<file path="src/rtl/cpu_ctrl_fsm.sv">
// Multi-cycle control unit for the small accumulator CPU.
// Owns the PC, instruction register and the FETCH/DECODE/EXECUTE/WRITEBACK/HALT
// sequencer; the ALU, accumulator and flag registers live in the external datapath.
module cpu_ctrl_fsm #(
    parameter int unsigned WIDTH  = 4,
    parameter int unsigned ADDR_W = 4
) (
    input  logic               clk,
    input  logic               rst,
    output logic               imem_req,
    output logic [ADDR_W-1:0]  imem_addr,
    input  logic               imem_valid,
    input  logic [WIDTH+3:0]   imem_data,
    input  logic               zero_in,
    input  logic               carry_in,
    output logic [2:0]         alu_op,
    output logic [WIDTH-1:0]   alu_imm,
    output logic               acc_we,
    output logic               flags_we,
    output logic [ADDR_W-1:0]  pc,
    output logic [2:0]         state,
    output logic               halted
);

    localparam logic [2:0] StFetch     = 3'd0;
    localparam logic [2:0] StDecode    = 3'd1;
    localparam logic [2:0] StExecute   = 3'd2;
    localparam logic [2:0] StWriteback = 3'd3;
    localparam logic [2:0] StHalt      = 3'd4;

    localparam logic [3:0] OpNop = 4'h0;
    localparam logic [3:0] OpLdi = 4'h1;
    localparam logic [3:0] OpAdd = 4'h2;
    localparam logic [3:0] OpSub = 4'h3;
    localparam logic [3:0] OpAnd = 4'h4;
    localparam logic [3:0] OpOr  = 4'h5;
    localparam logic [3:0] OpXor = 4'h6;
    localparam logic [3:0] OpJmp = 4'h7;
    localparam logic [3:0] OpJz  = 4'h8;
    localparam logic [3:0] OpJc  = 4'h9;
    localparam logic [3:0] OpHlt = 4'hF;

    localparam logic [ADDR_W-1:0] PcOne = ADDR_W'(1);

    logic [2:0]          state_q, state_d;
    logic [ADDR_W-1:0]   pc_q, pc_d;
    logic [WIDTH+3:0]    ir_q, ir_d;
    logic [2:0]          alu_op_q, alu_op_d;
    logic [WIDTH-1:0]    alu_imm_q, alu_imm_d;

    logic [3:0]          opcode;
    logic [WIDTH-1:0]    imm;
    logic [ADDR_W-1:0]   jmp_tgt;
    logic                is_alu;

    assign opcode = ir_q[WIDTH+3:WIDTH];
    assign imm    = ir_q[WIDTH-1:0];

    // Jump target takes the low ADDR_W bits of imm (zero-extended if imm is narrower).
    if (ADDR_W <= WIDTH) begin : g_tgt_trunc
        assign jmp_tgt = imm[ADDR_W-1:0];
    end else begin : g_tgt_ext
        assign jmp_tgt = {{(ADDR_W - WIDTH){1'b0}}, imm};
    end

    // Opcodes LDI..XOR are the ones that drive the accumulator.
    always_comb begin
        is_alu = 1'b0;
        case (opcode)
            OpLdi, OpAdd, OpSub, OpAnd, OpOr, OpXor: is_alu = 1'b1;
            default:                                 is_alu = 1'b0;
        endcase
    end

    // Next-state, PC, IR and ALU control computation.
    always_comb begin
        state_d   = state_q;
        pc_d      = pc_q;
        ir_d      = ir_q;
        alu_op_d  = alu_op_q;
        alu_imm_d = alu_imm_q;
        case (state_q)
            StFetch: begin
                // imem_valid is only honoured here, so a late valid never touches ir.
                if (imem_valid) begin
                    ir_d    = imem_data;
                    pc_d    = pc_q + PcOne;
                    state_d = StDecode;
                end
            end
            StDecode: begin
                // ALU opcodes 1..6 map onto ALU ops 0..5; everything else shows PASS_B.
                alu_op_d  = is_alu ? 3'(opcode - 4'd1) : 3'd0;
                alu_imm_d = imm;
                state_d   = StExecute;
            end
            StExecute: begin
                case (opcode)
                    OpJmp:   pc_d = jmp_tgt;
                    OpJz:    if (zero_in)  pc_d = jmp_tgt;
                    OpJc:    if (carry_in) pc_d = jmp_tgt;
                    default: pc_d = pc_q;
                endcase
                if (is_alu) begin
                    state_d = StWriteback;
                end else if (opcode == OpHlt) begin
                    state_d = StHalt;
                end else begin
                    state_d = StFetch;
                end
            end
            StWriteback: state_d = StFetch;
            StHalt:      state_d = StHalt;
            default:     state_d = StFetch;
        endcase
    end

    // State registers with synchronous active-high reset.
    always_ff @(posedge clk) begin
        if (rst) begin
            state_q   <= StFetch;
            pc_q      <= '0;
            ir_q      <= '0;
            alu_op_q  <= 3'd0;
            alu_imm_q <= '0;
        end else begin
            state_q   <= state_d;
            pc_q      <= pc_d;
            ir_q      <= ir_d;
            alu_op_q  <= alu_op_d;
            alu_imm_q <= alu_imm_d;
        end
    end

    // Moore outputs; imem_req is additionally held low while reset is asserted.
    assign imem_req  = (state_q == StFetch) && !rst;
    assign imem_addr = pc_q;
    assign alu_op    = alu_op_q;
    assign alu_imm   = alu_imm_q;
    assign acc_we    = (state_q == StWriteback);
    assign flags_we  = (state_q == StWriteback);
    assign pc        = pc_q;
    assign state     = state_q;
    assign halted    = (state_q == StHalt);

    // NOP is the default path through EXECUTE; kept named for readability.
    logic unused_nop;
    assign unused_nop = (opcode == OpNop);

endmodule

</file>
<file path="config.mk">
export PLATFORM = sky130hd
export DESIGN_NAME = cpu_ctrl_fsm
export DESIGN_NICKNAME = d
export VERILOG_FILES = /design/src/rtl/cpu_ctrl_fsm.sv
export SDC_FILE = /design/constraint.sdc
export NUM_CORES = 1
export LEC_CHECK = 0
export CELL_PAD_IN_SITES_DETAIL_PLACEMENT = 1
export CELL_PAD_IN_SITES_GLOBAL_PLACEMENT = 2
export CORE_MARGIN = 2
export CORE_UTILIZATION = 25
export CTS_CLUSTER_DIAMETER = 80
export CTS_CLUSTER_SIZE = 28
export DETAILED_ROUTE_END_ITERATION = 6
export PLACE_DENSITY = 0.85
export SETUP_SLACK_MARGIN = 0.1
export SLEW_MARGIN = 10
export SYNTH_ARGS = -nofsm -noshare
export SYNTH_HDL_FRONTEND = slang
export SYNTH_SLANG_ARGS = --single-unit
</file>
<file path="constraint.sdc">
create_clock -name clk -period 1.8 [get_ports clk]
set_input_delay 0.36 -clock clk [delete_from_list [all_inputs] [get_ports clk]]
set_output_delay 0.36 -clock clk [all_outputs]
set_load 0.005 [all_outputs]
</file>
* Word level (Yosys, flattened, before mapping)
Index checks and enable logic that the tools add are counted.
W data, S select, Z words.
** Word-level totals
- Flip-flop bits (word level) :: 22
- Input bits :: 13
- Output and inout bits :: 22
- Word-level logic and storage cells :: 43
** Cells by class
- $add $sub $neg :: 2
- Equal/unequal tests :: 18
- Muxes and demuxes :: 11
- Reduce and logical (&&, ||, !) cells :: 7
** Operators with widths (number)
- $eq A4 B3 Y1 const B :: 4
- $eq A4 B4 Y1 const B :: 3
- $mux W3 :: 4
- $mux W4 :: 3
- $pmux W3 S4 :: 1
- $pmux W4 S3 :: 1
- $eq A4 B2 Y1 const B :: 2
- $pmux W4 S2 :: 1
- $eq A3 B2 Y1 const B :: 2
- $ne A3 B3 Y1 const B :: 2
- $reduce_or A6 Y1 :: 1
- $reduce_and A5 Y1 :: 1
- $add A4 B1 Y4 const B :: 1
- $eq A4 B1 Y1 const B :: 1
- $ne A4 B1 Y1 const B :: 1
- $eq A3 B1 Y1 const B :: 1
- $eq A3 B3 Y1 const B :: 1
- $logic_not A3 Y1 :: 1
- $sub A3 B1 Y3 const B :: 1
- $ne A2 B2 Y1 const B :: 1
- $reduce_and A2 Y1 :: 1
- $reduce_bool A2 Y1 :: 1
- $logic_and A1 B1 Y1 :: 1
- $logic_not A1 Y1 :: 1
- $mux W1 :: 1

* Longest topological paths before layout
Gate-level depths: netlist of run 1.
- Depth after elaboration :: 5
- Depth in mapped cells :: 6
- Mapped depth without buffers :: 6

* Worst setup path after synthesis of run 1
Ideal clock, no wire load.
- Kind :: register -> register
- Start point :: reg ir_q[4]
- End point :: reg pc_q[1] (netlist: imem_addr[1])
- Library setup time :: 0.091 ns
- Arrival :: 1.490 ns
- Required time :: 1.709 ns
- Path slack :: 0.219 ns
- Cell stages (with the launch flop) :: 7
- Path buffers :: 0
- Period minus slack after synthesis :: 1.581 ns
- Path through :: dfxtp_1 -> inv_1 -> ha_1 -> mux2i_1 -> o311ai_1 -> a21oi_1 -> a311oi_1
** On the way
- Longest elaborated chain between the ends :: 3
- Elaborated cells between the ends (all ways) :: 9
- Classes of those cells :: eq/ne: 6; mux: 2; reduce/logical: 1
** RTL lines
- start: declaration :: RTL line 47 : logic [WIDTH+3:0] ir_q, ir_d;
- start signal: assignment :: RTL line 129 : ir_q <= ir_d;
- $eq A4 B4 Y1 / $eq A4 B3 Y1 (equally long branches) :: RTL line 98 : case (opcode)
- $pmux W4 S3, or another cell as far along :: RTL line 98
- $pmux W4 S2 / $reduce_and A5 Y1 (equally long branches)
- end signal: assignment :: RTL line 128 : pc_q <= pc_d;
- end: declaration :: RTL line 46 : logic [ADDR_W-1:0] pc_q, pc_d;
Several ways; a longest one is shown, not always the timed one.
A chain may end at the register's enable or synchronous reset.

* Final worst setup path of run 1
- Start point :: reg state_q[1] (netlist: state[1])
- End point :: reg pc_q[3] (netlist: imem_addr[3])
** On the way
- Longest elaborated chain between the ends :: 3
- Elaborated cells between the ends (all ways) :: 9
- Classes of those cells :: eq/ne: 5; mux: 1; reduce/logical: 3
** RTL lines
- start: declaration :: RTL line 45 : logic [2:0] state_q, state_d;
- start signal: assignment :: RTL line 121 : state_q <= StFetch;
- start signal: assignment :: RTL line 127 : state_q <= state_d;
- $eq A3 B2 Y1 / $logic_not A3 Y1 (equally long branches) :: RTL line 82 : case (state_q)
- $ne A4 B1 Y1 (no line), or another cell as far along
- $reduce_and A5 Y1 (no line)
Several ways; a longest one is shown, not always the timed one.

==> results of run 1 <==
-- power groups by stage --
| stage | clock network, uW | registers [uW] | logic, uW |
|---|---|---|---|
| global route | 506 | 552 | 303 |
| finish | 470 | 546 | 274 |
| global placement | 0 | 559 | 242 |
| floorplan | 0 | 550 | 139 |
| CTS | 482 | 549 | 250 |
| detailed placement | 0 | 560 | 249 |
-- synth_stat cells (2+ instances only) --
master                      n
sky130_fd_sc_hd__a21oi_1   17
sky130_fd_sc_hd__a22oi_1    2
sky130_fd_sc_hd__buf_4      5
sky130_fd_sc_hd__clkbuf_1   7
sky130_fd_sc_hd__dfxtp_1   22
sky130_fd_sc_hd__ha_1       6
sky130_fd_sc_hd__inv_1      2
sky130_fd_sc_hd__mux2i_1    5
sky130_fd_sc_hd__nand2_1   29
sky130_fd_sc_hd__nand2b_1   4
sky130_fd_sc_hd__nand3_1    2
sky130_fd_sc_hd__nand3b_1   2
sky130_fd_sc_hd__nor2_1     8
sky130_fd_sc_hd__nor2b_1    4
sky130_fd_sc_hd__nor3b_1    3
sky130_fd_sc_hd__nor4_1     2
sky130_fd_sc_hd__o31ai_1    2
sky130_fd_sc_hd__or3_1      2
-- tightest hold or removal path: cells and delay by family, from the launching register on --
family	cells	cell delay, ns
AND/OR/NAND/NOR	1	0.05
flip-flops	1	0.32
AO/OA/AOI/OAI	1	0.05
-- registers in the layout, indices dropped and copies added, names as in the netlist --
register	cells
ir_q	8
alu_imm	4
imem_addr	4
alu_op	3
state	3
-- cells by family (layout without fill, tap and decap cells) --
logic type / after synthesis / count (layout) / share of synthesized area
and+or+nand+nor: 65 / 65 / 0.288
AOI/OAI and AO/OA: 32 / 32 / 0.168
DFF: 22 / 22 / 0.360
buffers and inverters: 17 / 53 / 0.0747
adders and majority gates: 6 / 6 / 0.0614
muxes: 5 / 5 / 0.0409
xor gates and xnor gates: 1 / 1 / 0.00717
-- worst paths after layout --
path | endpoint | slack (ns) | cells after the start
max | imem_addr[3] | 0.15 | 5
min | alu_imm[0] | 0.46 | 2
max reg2reg | imem_addr[3] | 0.15 | 5
min reg2reg | alu_imm[0] | 0.46 | 2
-- cell type report --
type | instances | share of cell area
multi-input cells | 109 | 0.413
flip-flops and latches | 22 | 0.253
repair buffers | 47 | 0.242
well taps | 67 | 0.0461
clock buffers | 3 | 0.0227
clock inverters | 1 | 0.0165
inverters | 2 | 0.00688
-- what timing repair did --
item                       CTS  global route
buffers inserted             1             3
hold buffers                 0             0
setup endpoints to repair    9            12
resized for setup           12            19
pin swaps                    1             5
-- metrics by stage --
stage | setup slack (ns) | cells | setup TNS, ns | hold WS, ns | utilization
floorplan | 0.219 | 148 | 0 | 0.444 | -
global placement | -0.147 | 243 | -0.264 | 0.445 | 0.345
detailed placement | -0.177 | 243 | -0.429 | 0.451 | 0.345
CTS | 0.0460 | 248 | 0 | 0.460 | 0.367
global route | 0.0755 | 251 | 0 | 0.482 | 0.385
finish | 0.154 | 251 | 0 | 0.458 | 0.385
-- routing by layer --
layer	share of wire	up-vias	track usage	wire length, um
met5	0	-	0	0
met4	0.0065	0	0.0364	23
met3	0.028	2	0.0206	99
met2	0.54	18	0.227	1890
met1	0.43	566	0.166	1500
li1	-	587	-	-
==> key figures, run 1 <==
Run status
  – Result of the run: complete, no violations

Die
  – I/O pin cnt: 35
  – FP Rows: 25
  – Placeable core region: 4720 um2
  – Area of the die: 5460 um2
  – Overall die width: 73.9 um
  – Height of the die: 73.9 um
  – Initial core utilization: 0.259

Power
  – Power consumption: 1290 uW
  – Worst voltage drop across the vdd grid: 0.000274 V
  – Flop pwr share: 0.423
  – Net switching share of the total power: 0.257
  – Static leakage power: 0.000705 uW
  – Gate power share: 0.213
  – Clock power share: 0.364
  – Switching component of the power: 332 uW
  – Internal power: 959 uW
  – Pwr per Cell Area: 710 nW/um2

STA
  – Worst slew margin: 0.791
  – Post-Route Skew: 0.00226 ns
  – Final-report setup violation count: 0
  – Achievable Freq: 0.607 GHz
  – Final hold violation count: 0
  – Final number of max-transition violations: 0
  – Worst-Margin Slew: 0.313 ns
  – Final Critical Period: 1.65 ns
  – Fraction of the cycle the final worst path needs: 0.915
  – Unrepaired setup endpoints after global routing: yes

Worst setup path
  – Total buffers and inverters traversed by the critical path: 1
  – Crit path capture type: flop
  – CP Cell Sequence: buf_4 -> nor3b_2 -> or3_1 -> a2111o_1 -> a21oi_1
  – Delay contributed by the slowest stage of the critical path: 0.41 ns
  – Crit Path Class: flop to flop
  – Worst setup path start: state[1]
  – Worst path top cell family by delay: compound AO/OA/AOI/OAI gates
  – Critical register-to-register path startpoint: state[1]
  – Highest-delay cell along the critical path: sky130_fd_sc_hd__a2111o_1
  – Data required, critical path: 2.00 ns
  – Maximum fanout count along the critical path: 7
  – Worst EP arrival: 1.85 ns
  – Startpoint type of the worst setup path: flop

Clocking
  – TritonCTS clock tree: yes
  – Number of clock buffers inserted by TritonCTS: 3
  – Clock input transition at the sequential cells of the worst setup and hold paths: 0.09 ns
  – # H-tree levels: 1
  – Root buffer cell: sky130_fd_sc_hd__clkbuf_8
  – Number of buffers on the longest clock path: 2
  – Clock latency of the later-clocked register in the worst-skew pair: 0.26 ns
  – TritonCTS sink count: 22

Synthesis
  – Synth async-reset ratio: 0
  – Dominant cells by area after synthesis: sky130_fd_sc_hd__dfxtp_1, sky130_fd_sc_hd__nand2_1, sky130_fd_sc_hd__a21oi_1, sky130_fd_sc_hd__ha_1, sky130_fd_sc_hd__mux2i_1
  – Post-synth top flop: sky130_fd_sc_hd__dfxtp_1
  – Yosys synthesis warning count: 0
  – Mean instance size in the synthesized netlist: 8.26 um2
  – Number of distinct library cell variants in the gate-level netlist after synthesis: 42
  – Sequential area share after synthesis: 0.360
  – EDFF count, synth: 0
  – Number of instances in the synthesized netlist: 148
  – Top cell type's share of synthesized area: 0.360
  – Number of synthesized register bits: 22
  – Leading area contributor after synthesis: sky130_fd_sc_hd__dfxtp_1
  – Synth Cell Area: 1220 um2
  – Synth Net Count: 167

Layout
  – Most frequent cells in the layout: sky130_fd_sc_hd__clkdlybuf4s50_1, sky130_fd_sc_hd__nand2_1, sky130_fd_sc_hd__a21oi_1, sky130_fd_sc_hd__dfxtp_1, sky130_fd_sc_hd__buf_4
  – Share of final-layout standard cells stronger than drive strength 1: 0.196
  – # diodes: 0
  – Register area: 460 um2
  – Post-route cell area: 1820 um2
  – Area added between synthesis and finish: 48.8%
  – Multi-input logic area: 751 um2
  – Layout Nets: 204
  – Most common cell after layout, fill and taps aside: sky130_fd_sc_hd__clkdlybuf4s50_1
  – Fill cell instance count of the final layout: 550

Global route
  – Maximum number of pins on one net before global-route repair: 25
  – Aggregate global routing overflow: 0
  – Wire length of the first global-routing pass: 5500 um
  – Global-route total usage across every layer: 0.130
  – Antenna violations before repair: 0
  – Number of global-route vias before repair: 1154

Place
  – Global placer's final weighted congestion: 0.772
  – HPWL after detailed placement: 2540 um
  – Buffers added on ports: 34
  – Area post-placement: 1630 um2

Route
  – Routed length per instance: 14.0 um
  – Total wire length: 3520 um
  – Vias/cell: 4.67
  – ANT nets after route: 0
  – Iteration count of the initial detailed-routing pass: 4
  – Via Count: 1173
  – Drt initial violations: 46
  – DRC errors left: 0

Worst hold path
  – Hold Path Class: flop to flop
  – Origin of the worst min-delay path: alu_imm[0]

Job
  – Number of max-capacitance violations reported: 0
Note: power is estimated with default switching activity, not from simulation.
==> inputs of run 2 (changes only) <==
- ABC_AREA: unset -> 1
- PLACE_DENSITY: 0.85 -> 0.89
==> run 2 against run 1 <==
Sequential power up 15%. Critical path depth down 4. Worst hold slack better by 0.043 ns. Highest routed layer unchanged. Synthesized area down 1.9%. Via count down 0.26%. Clock skew up 0.0018 ns. Die area down 1.8%. Count of clock-buffer cells in the layout unchanged. Wire length down 9.8%. Clock power up 2%. First-iteration DRC count down 37%.
==> key figures, run 2 <==
Route
  – Drt initial violations: 29
  – Routed length per instance: 12.4 um
  – Via Count: 1170
  – Total wire length: 3170 um
  – Iteration count of the initial detailed-routing pass: 4
  – Vias/cell: 4.57
  – ANT nets after route: 0
  – DRC errors left: 0

Synthesis
  – Yosys synthesis warning count: 0
  – Number of distinct library cell variants in the gate-level netlist after synthesis: 26
  – Sequential area share after synthesis: 0.367
  – Mean instance size in the synthesized netlist: 7.26 um2
  – EDFF count, synth: 0
  – Top cell type's share of synthesized area: 0.367
  – Synth Net Count: 184
  – Number of instances in the synthesized netlist: 165
  – Number of synthesized register bits: 22
  – Leading area contributor after synthesis: sky130_fd_sc_hd__dfxtp_1
  – Most common library cells after synthesis: sky130_fd_sc_hd__nand2_1, sky130_fd_sc_hd__dfxtp_1, sky130_fd_sc_hd__nor2_1
  – Dominant cells by area after synthesis: sky130_fd_sc_hd__dfxtp_1, sky130_fd_sc_hd__nand2_1, sky130_fd_sc_hd__ha_1, sky130_fd_sc_hd__a21oi_1, sky130_fd_sc_hd__nor2_1
  – Most numerous cell in the Yosys netlist: sky130_fd_sc_hd__nand2_1
  – Post-synth top flop: sky130_fd_sc_hd__dfxtp_1
  – Synth Cell Area: 1200 um2
  – Synth async-reset ratio: 0

STA
  – Worst slew margin: 0.771
  – Worst-Margin Slew: 0.343 ns
  – Final hold violation count: 0
  – Final number of max-transition violations: 0
  – Unrepaired setup endpoints after global routing: no
  – Achievable Freq: 0.610 GHz
  – Final Critical Period: 1.64 ns
  – Fraction of the cycle the final worst path needs: 0.911
  – Final-report setup violation count: 0
  – Post-Route Skew: 0.00409 ns

Clocking
  – TritonCTS clock tree: yes
  – TritonCTS sink count: 22
  – Root buffer cell: sky130_fd_sc_hd__clkbuf_8
  – Number of clock buffers inserted by TritonCTS: 3
  – Number of buffers on the longest clock path: 2
  – Clock latency of the later-clocked register in the worst-skew pair: 0.27 ns
  – # H-tree levels: 1
  – Clock input transition at the sequential cells of the worst setup and hold paths: 0.09 ns

Power
  – Worst voltage drop across the vdd grid: 0.000395 V
  – Power consumption: 1660 uW
  – Static leakage power: 0.000726 uW
  – Pwr per Cell Area: 984 nW/um2

Worst setup path
  – CP Cell Sequence: clkdlybuf4s50_1
  – Crit path capture type: output port
  – Highest-delay cell along the critical path: sky130_fd_sc_hd__clkdlybuf4s50_1
  – Worst path top cell family by delay: buffers and inverters
  – Worst EP arrival: 1.28 ns
  – Delay contributed by the slowest stage of the critical path: 0.55 ns
  – Total buffers and inverters traversed by the critical path: 1
  – Crit Path Class: flop to output port
  – Data required, critical path: 1.44 ns
  – Maximum fanout count along the critical path: 6
  – Startpoint type of the worst setup path: flop

Global route
  – Wire length of the first global-routing pass: 5490 um
  – Global-route total usage across every layer: 0.135
  – Antenna violations before repair: 0
  – Maximum number of pins on one net before global-route repair: 19
  – Number of global-route vias before repair: 1178
  – Aggregate global routing overflow: 0

Die
  – Area of the die: 5360 um2
  – Placeable core region: 4660 um2
  – Height of the die: 73.2 um
  – FP Rows: 25
  – Overall die width: 73.2 um
  – Initial core utilization: 0.257
  – I/O pin cnt: 35

Layout
  – Layout Nets: 222
  – Largest reg by FF count: ir_q
  – Flip-flop count of the largest register after layout: 8
  – Post-route cell area: 1690 um2
  – # diodes: 0
  – Fill cell instance count of the final layout: 558
  – Most common cell after layout, fill and taps aside: sky130_fd_sc_hd__clkdlybuf4s50_1
  – Area added between synthesis and finish: 40.8%
  – Most frequent cells in the layout: sky130_fd_sc_hd__clkdlybuf4s50_1, sky130_fd_sc_hd__nand2_1, sky130_fd_sc_hd__dfxtp_1, sky130_fd_sc_hd__inv_1, sky130_fd_sc_hd__nor2_1
  – Share of final-layout standard cells stronger than drive strength 1: 0.183

Place
  – Global placer's final weighted congestion: 0.743
  – Buffers added on ports: 34
  – Area post-placement: 1570 um2
  – HPWL after detailed placement: 2340 um

Worst hold path
  – Hold Path Class: flop to flop

Run status
  – Result of the run: complete, no violations

Job
  – Number of max-capacitance violations reported: 0
==> run 2: cell families after synthesis <==
kind of cell	synth area share
AO/OA/AOI/OAI	0.170
flip-flops	0.367
XOR/XNOR	0.0146
AND/OR/NAND/NOR	0.262
adder cells (fa/ha/maj)	0.0626
buffers and inverters	0.123
==> run 2: area by class of cell <==
type | instances | area [um2] | share of cell area
clock buffers | 3 | 41.3 | 0.0245
flip-flops and latches | 22 | 444 | 0.263
well taps | 54 | 67.6 | 0.0400
clock inverters | 1 | 30.0 | 0.0178
inverters | 23 | 86.3 | 0.0511
multi-input cells | 112 | 634 | 0.376
repair buffers | 41 | 384 | 0.228
==> run 2: metrics by stage <==
stage           util  setup TNS [ns]  std cells  setup WS, ns  hold WS (ns)
5_1_grt        0.362               0        256         0.103         0.531
3_3_place_gp   0.336         -0.0582        248       -0.0582         0.474
3_5_place_dp   0.336         -0.0422        248       -0.0422         0.490
4_1_cts        0.361               0        255        0.0326         0.503
6_report       0.362               0        256         0.160         0.501
2_1_floorplan      -               0        165         0.532         0.429
==> run 2: timing repair <==
action,in CTS,in global routing
gates cloned,0,0
pin swaps,2,2
setup endpoints to repair,5,2
hold buffers,0,0
setup buffers,3,1
resized for setup,12,4
==> run 2: per-layer routing <==
layer	vias to the layer above	track usage	wire length, um
li1	595	-	-
met1	543	0.170	1510
met2	27	0.230	1480
met3	5	0.0331	151
met4	0	0.0370	33
met5	-	0	0
==> run 2: path summary, 6_finish.rpt <==
path,from,end,slack (ns),cells after the start
hold reg to reg,ir_q[2],ir_q[2],0.50,2
hold / removal,ir_q[2],ir_q[2],0.50,2
setup reg to reg,ir_q[5],alu_op[0],0.27,9
setup / recovery,state[0],state[0],0.16,1
==> run 2: power by group <==
group / switching, uW / internal, uW
clock network: 183 / 298
registers: 70.2 / 557
logic: 273 / 280
total: 526 / 1130
==> inputs of run 3 (changes only) <==
- ABC_CLOCK_PERIOD_IN_PS: unset -> 1800
==> results of run 3 <==
The final DEF is identical to that of run 2; final timing and power are the same.
